[config.mk]
export PLATFORM = sky130hd
export DESIGN_NAME = user_interface
export DESIGN_NICKNAME = d
export VERILOG_FILES = /design/src/rtl/user_interface_pkg.sv /design/src/rtl/drum_pattern_reg.sv /design/src/rtl/user_interface.sv
export SDC_FILE = /design/constraint.sdc
export NUM_CORES = 1
export LEC_CHECK = 0
export ABC_AREA = 1
export BUFFER_PORTS_ARGS = -buffer_cell sky130_fd_sc_hd__buf_4
export CAP_MARGIN = 30
export CORE_MARGIN = 2
export CORE_UTILIZATION = 57
export DETAILED_ROUTE_END_ITERATION = 8
export HOLD_SLACK_MARGIN = 0.12
export PLACE_DENSITY = 0.78
export SLEW_MARGIN = 10
export SYNTH_ARGS = -nofsm -noshare
export SYNTH_HDL_FRONTEND = slang
export SYNTH_SLANG_ARGS = --single-unit
export TNS_END_PERCENT = 5
[constraint.sdc]
create_clock -name clk -period 1.55 [get_ports clk]
set_input_delay 0.31 -clock clk [delete_from_list [all_inputs] [get_ports clk]]
set_output_delay 0.31 -clock clk [all_outputs]
set_load 0.02 [all_outputs]
[src/rtl/user_interface_pkg.sv]
// user_interface_pkg
//   Shared defaults and types for the drum-pattern user interface.
//   UI_PATTERN_WIDTH     steps per drum pattern
//   UI_COUNT_WIDTH       width of the half-step position counter n
//   UI_DRUM_COUNT        number of drum voices / stored patterns
//   UI_DRUM_COUNT_WIDTH  width of the drum select
//   pattern_t            one stored pattern; MSB is step 0
package user_interface_pkg;

  localparam int UI_PATTERN_WIDTH    = 8;
  localparam int UI_COUNT_WIDTH      = 4;
  localparam int UI_DRUM_COUNT       = 5;
  localparam int UI_DRUM_COUNT_WIDTH = 3;

  typedef logic [UI_PATTERN_WIDTH-1:0] pattern_t;

endpackage

[src/rtl/drum_pattern_reg.sv]
// drum_pattern_reg
//   One drum's pattern register plus its playback bit selection.
//   clk        rising-edge clock
//   rst        asynchronous active-low clear of the register
//   i_load     load i_pattern on the next rising edge
//   i_pattern  pattern to store (MSB = step 0)
//   i_n        half-step position; step = i_n >> 1, phase = i_n[0]
//   o_bit      trigger for this drum at position i_n (combinational)
module drum_pattern_reg
  import user_interface_pkg::*;
#(
  parameter int PATTERN_WIDTH = UI_PATTERN_WIDTH,
  parameter int COUNT_WIDTH   = UI_COUNT_WIDTH
) (
  input  logic                     clk,
  input  logic                     rst,
  input  logic                     i_load,
  input  logic [PATTERN_WIDTH-1:0] i_pattern,
  input  logic [COUNT_WIDTH-1:0]   i_n,
  output logic                     o_bit
);

  logic [PATTERN_WIDTH-1:0] r_pat;
  logic [COUNT_WIDTH-2:0]   w_step;
  logic                     w_step_bit;

  always_ff @(posedge clk or negedge rst) begin
    if (!rst)        r_pat <= '0;
    else if (i_load) r_pat <= i_pattern;
  end

  assign w_step = i_n[COUNT_WIDTH-1:1];

  // Search over legal steps: a step index past the pattern end matches
  // nothing and leaves the bit at 0.
  always_comb begin
    w_step_bit = 1'b0;
    for (int i = 0; i < PATTERN_WIDTH; i++)
      if (int'(w_step) == i) w_step_bit = r_pat[PATTERN_WIDTH-1-i];
  end

  // Second half of every step is forced low so back-to-back hits on
  // consecutive steps still produce separate pulses.
  assign o_bit = w_step_bit & ~i_n[0];

endmodule

[src/rtl/user_interface.sv]
// user_interface
//   Drum sequencer pattern store: DRUM_COUNT pattern registers written one
//   at a time, all read out in parallel at the current half-step position.
//   clk        rising-edge clock
//   rst        asynchronous active-low reset, clears every pattern
//   pattern_i  pattern to write (MSB = step 0)
//   sel_i      drum to write; values >= DRUM_COUNT are ignored
//   en_i_n     active-low write enable
//   n          half-step playback position
//   pattern_o  per-drum trigger at position n (combinational)
module user_interface
  import user_interface_pkg::*;
#(
  parameter int PATTERN_WIDTH    = UI_PATTERN_WIDTH,
  parameter int COUNT_WIDTH      = UI_COUNT_WIDTH,
  parameter int DRUM_COUNT       = UI_DRUM_COUNT,
  parameter int DRUM_COUNT_WIDTH = UI_DRUM_COUNT_WIDTH
) (
  input  logic                        clk,
  input  logic                        rst,
  input  logic [PATTERN_WIDTH-1:0]    pattern_i,
  input  logic [DRUM_COUNT_WIDTH-1:0] sel_i,
  input  logic                        en_i_n,
  input  logic [COUNT_WIDTH-1:0]      n,
  output logic                        pattern_o [0:DRUM_COUNT-1]
);

  logic [DRUM_COUNT-1:0] w_we;
  logic [DRUM_COUNT-1:0] w_bit;

  for (genvar d = 0; d < DRUM_COUNT; d++) begin : g_drum
    // Out-of-range selects match no instance, so such writes are dropped.
    assign w_we[d] = ~en_i_n & (int'(sel_i) == d);

    drum_pattern_reg #(
      .PATTERN_WIDTH (PATTERN_WIDTH),
      .COUNT_WIDTH   (COUNT_WIDTH)
    ) u_reg (
      .clk       (clk),
      .rst       (rst),
      .i_load    (w_we[d]),
      .i_pattern (pattern_i),
      .i_n       (n),
      .o_bit     (w_bit[d])
    );

    assign pattern_o[d] = w_bit[d];
  end

endmodule

==> flow_summary.rst <==
.. list-table::
   :header-rows: 1

   * - Metric
     - Value
   * - Result of the run
     - finished with violations
   * - Violated checks
     - negative setup slack
   * - Number of antenna violations at the first check in global routing
     - 0
   * - Number of flip-flops and latches in the synthesized netlist
     - 40
   * - Flip-flop count of the largest register, all copies and words added
     - 40
   * - Cell count of the worst hold path
     - 3
   * - Final cell utilization of the core
     - 68.52%
   * - Main combinational cell family by area after synthesis
     - simple AND/OR/NAND/NOR gates
   * - Net total in the final layout
     - 282
   * - Worst slew margin relative to its limit
     - 65.29%
   * - Xor-xnor portion of the synthesized cell area
     - 0%
   * - Fin crit share
     - 110.2%
   * - Highest clock rate
     - 0.5853 GHz
   * - Syn Inst Count
     - 236
   * - Most used cell along the critical path
     - sky130_fd_sc_hd__nand4_1
   * - ANT cells
     - 0
   * - Area growth from synthesis to layout
     - 16.89%
   * - Worst-Margin Slew
     - 0.5193 ns
   * - Routed length per instance
     - 13.56 µm
   * - # port buffers
     - 22
   * - Core region area
     - 3311 µm²
   * - Floorplan die height
     - 62.35 µm
   * - Area taken by flip-flops and latches
     - 1001 µm²
   * - Synthesized-area fraction occupied by ao, oa, aoi and oai cells
     - 11.61%
   * - Largest buffer count on any clock path
     - 2
   * - Post-synthesis simple-gate area fraction
     - 26.76%
   * - TritonCTS clock tree
     - yes
   * - Aggregate routed wire length
     - 4217 µm
   * - Worst setup path endpoint
     - pattern_o[0]
   * - Buffer and inverter count on the worst path
     - 2
   * - Hold crit path type
     - in -> reg
   * - Post-layout power
     - 0.002388 W
   * - Net count after synthesis
     - 254
   * - Leakage
     - 1.136 nW
   * - Clock latency at the later pin of the worst-skew pair
     - 0.35 ns
   * - Count of max-cap constraint violations
     - 0
   * - Floorplan die area
     - 3888 µm²
   * - Register bank with the most flops
     - g_drum.u_reg.r_pat
   * - Global-route congestion overflow total
     - 0
   * - Post-detailed-route via-to-cell ratio
     - 5.257
   * - Power density normalized to cell area
     - 1053 nW/µm²
   * - Initial Util
     - 58.62%
   * - Final clock skew
     - 0 ns
   * - Post-synthesis sequential area ratio
     - 51.58%
   * - Hold slack final
     - 0.2669 ns
   * - Largest net degree at the start of global routing
     - 41
   * - Num CTS Buffers
     - 5
   * - Via count
     - 1635
   * - Fin. max-slew vios
     - 0
   * - Floorplan row count
     - 21
   * - Post-synthesis instance area
     - 1941 µm²
   * - Number of top-level pins
     - 23
   * - Smallest setup slack after layout
     - -0.1585 ns
   * - Maximum vdd ir drop
     - 0.7191 mV
   * - Post-Synthesis Mean Instance Area
     - 8.223 µm²
   * - Yosys warnings
     - 0
   * - Max incr delay on CP
     - 0.41 ns
   * - Number of setup violations in the final report
     - 5
   * - CTS H-tree lvls
     - 2
   * - DP HPWL
     - 2960 µm
   * - Logic depth of the worst register-to-register path
     - 3
   * - Registers with the most flip-flops
     - g_drum.u_reg.r_pat (40)
   * - Endpoint of the most critical register-to-register path
     - g_drum[2].u_reg.r_pat[5]$_DFFE_PN0P_
   * - First-pass GRT wire length
     - 7465 µm
   * - Number of hold-slack violations in the final timing report
     - 0
   * - Routability cong.
     - 0.9494
   * - First element of the critical path
     - g_drum[4].u_reg.r_pat[5]$_DFFE_PN0P_
   * - Required time of the critical path
     - 1.24 ns
   * - Number of filler instances in the final layout
     - 293
   * - Arrival time of the worst setup path
     - 1.40 ns
   * - Kind of cell adding the most delay to the critical path
     - simple AND/OR/NAND/NOR gates
   * - Number of design rule violations left after detail routing
     - 0
   * - Area of all placed cells without fillers
     - 2268 µm²
   * - Slowest cell on the critical path
     - sky130_fd_sc_hd__dfrtp_1
   * - Critical path start-end classification
     - reg -> out
   * - Multiplexer share of the synthesized area
     - 0%
   * - Unrepaired setup endpoints after global routing
     - true
   * - Clock tree root driver cell
     - sky130_fd_sc_hd__clkbuf_4
   * - Router iterations before antenna repair
     - 4
   * - Number of global-route vias before repair
     - 1576
   * - Reg-to-reg startpoint
     - g_drum[2].u_reg.r_pat[5]$_DFFE_PN0P_
   * - Clock-pin slew on the worst setup and hold paths
     - 0.12 ns
   * - Top fanout value on the critical path
     - 2
   * - Minimum setup slack among reg-to-reg paths
     - 0.76 ns
   * - Horiz. Die Dim
     - 62.35 µm
   * - Kind of launch point of the worst setup path
     - register
   * - Share of layout cells above drive strength 1
     - 20.75%
   * - Overall track demand over capacity in global routing
     - 24.73%
   * - Cell variety after synth
     - 20
   * - Final Critical Period
     - 1.708 ns
   * - Area occupied by multi-input gates
     - 764.5 µm²
   * - Post-place setup slack
     - -0.09584 ns
   * - Kind of capture point of the worst setup path
     - output pin
   * - Hold path startpoint
     - pattern_i[3]
   * - Num Clock Sinks
     - 40
   * - Number of design-rule violations left by the first detailed-router iteration
     - 128
   * - Stages on worst setup path
     - 7
   * - Placed instance area
     - 2142 µm²
   * - Antenna violation net count after detailed routing
     - 0
   * - Cells traversed along the worst timing path
     - nand4_1 -> nand3_2 -> nor2_4 -> nand4_1 -> nand2_1 -> inv_1 -> buf_6
   * - Synth Area in Adders
     - 0%
cell type report:
cell class              count  share of cell area [%]
well taps                  46                   2.537
inverters                  23                   4.137
clock buffers               6                   2.261
flip-flops and latches     40                   44.13
multi-input cells         159                   33.70
clock inverters             2                  0.6619
repair buffers             35                   12.58
worst min path at each step:
stage                                                 to  slack [ns]
floorplan           g_drum[0].u_reg.r_pat[0]$_DFFE_PN0P_        0.01
global placement    g_drum[4].u_reg.r_pat[4]$_DFFE_PN0P_        0.31
detailed placement  g_drum[1].u_reg.r_pat[4]$_DFFE_PN0P_        0.31
CTS                 g_drum[4].u_reg.r_pat[3]$_DFFE_PN0P_        0.26
global route        g_drum[3].u_reg.r_pat[7]$_DFFE_PN0P_        0.27
finish              g_drum[4].u_reg.r_pat[3]$_DFFE_PN0P_        0.27
repair_timing:
item,4_1_cts,5_1_grt
setup endpoints to repair,5,5
hold buffers,1,0
pin swaps,0,6
setup buffers,0,3
endpoints found under the hold margin,40,0
resized for setup,3,4
synthesized netlist by cell type (all sizes together):
cell	count	area share (%)
nor2	24	4.8
clkbuf	2	0.39
nand2	57	11
inv	23	4.8
o21ai	40	10
nand3	13	3.4
dfrtp	40	52
buf	12	4.8
a21oi	5	1.3
nor3	4	2.4
nand3b	1	0.39
nand4	15	4.8
power by group:
group          switching [W]  total [W]  internal [W]
combinational       0.000255   0.000463      0.000208
sequential          0.000118    0.00135       0.00124
clock               0.000350   0.000571      0.000220
logic make-up (layout without fill, tap and decap cells):
family	count (synthesis)	count (layout)
AOI/OAI and AO/OA	45	45
buffers and inverters	37	66
DFF	40	40
and+or+nand+nor	114	114
routing by layer:
layer / up-vias / wire [µm] / track usage [%] / share of wire [%]
met3: 4 / 275 / 5.978 / 6.5
met1: 744 / 1955 / 35.58 / 46
met4: 0 / 51 / 9.722 / 1.2
met5: - / 0 / 0 / 0
li1: 828 / - / - / -
met2: 59 / 1935 / 36.55 / 46
placed cells by master (no fill, tap or decap), drive strengths merged:
cell / n
inv: 23
nand3b: 1
clkbuf: 6
nand3: 13
nand2: 57
nor2: 24
clkinvlp: 2
dlygate4sd3: 1
nand4: 15
dfrtp: 40
a21oi: 5
o21ai: 40
buf: 34
nor3: 4
through the flow:
step	TNS, ns	instances
finish	-0.7191	311
global route	-1.305	311
global placement	-0.4012	299
detailed placement	-0.4655	299
floorplan	0	236
CTS	-0.7893	308
tightest hold or removal path: stages:
cell and delay [ns]:
sky130_fd_sc_hd__buf_4 0.07, sky130_fd_sc_hd__inv_1 0.06, sky130_fd_sc_hd__o21ai_0 0.15
Note: power is estimated with default switching activity, not from simulation.
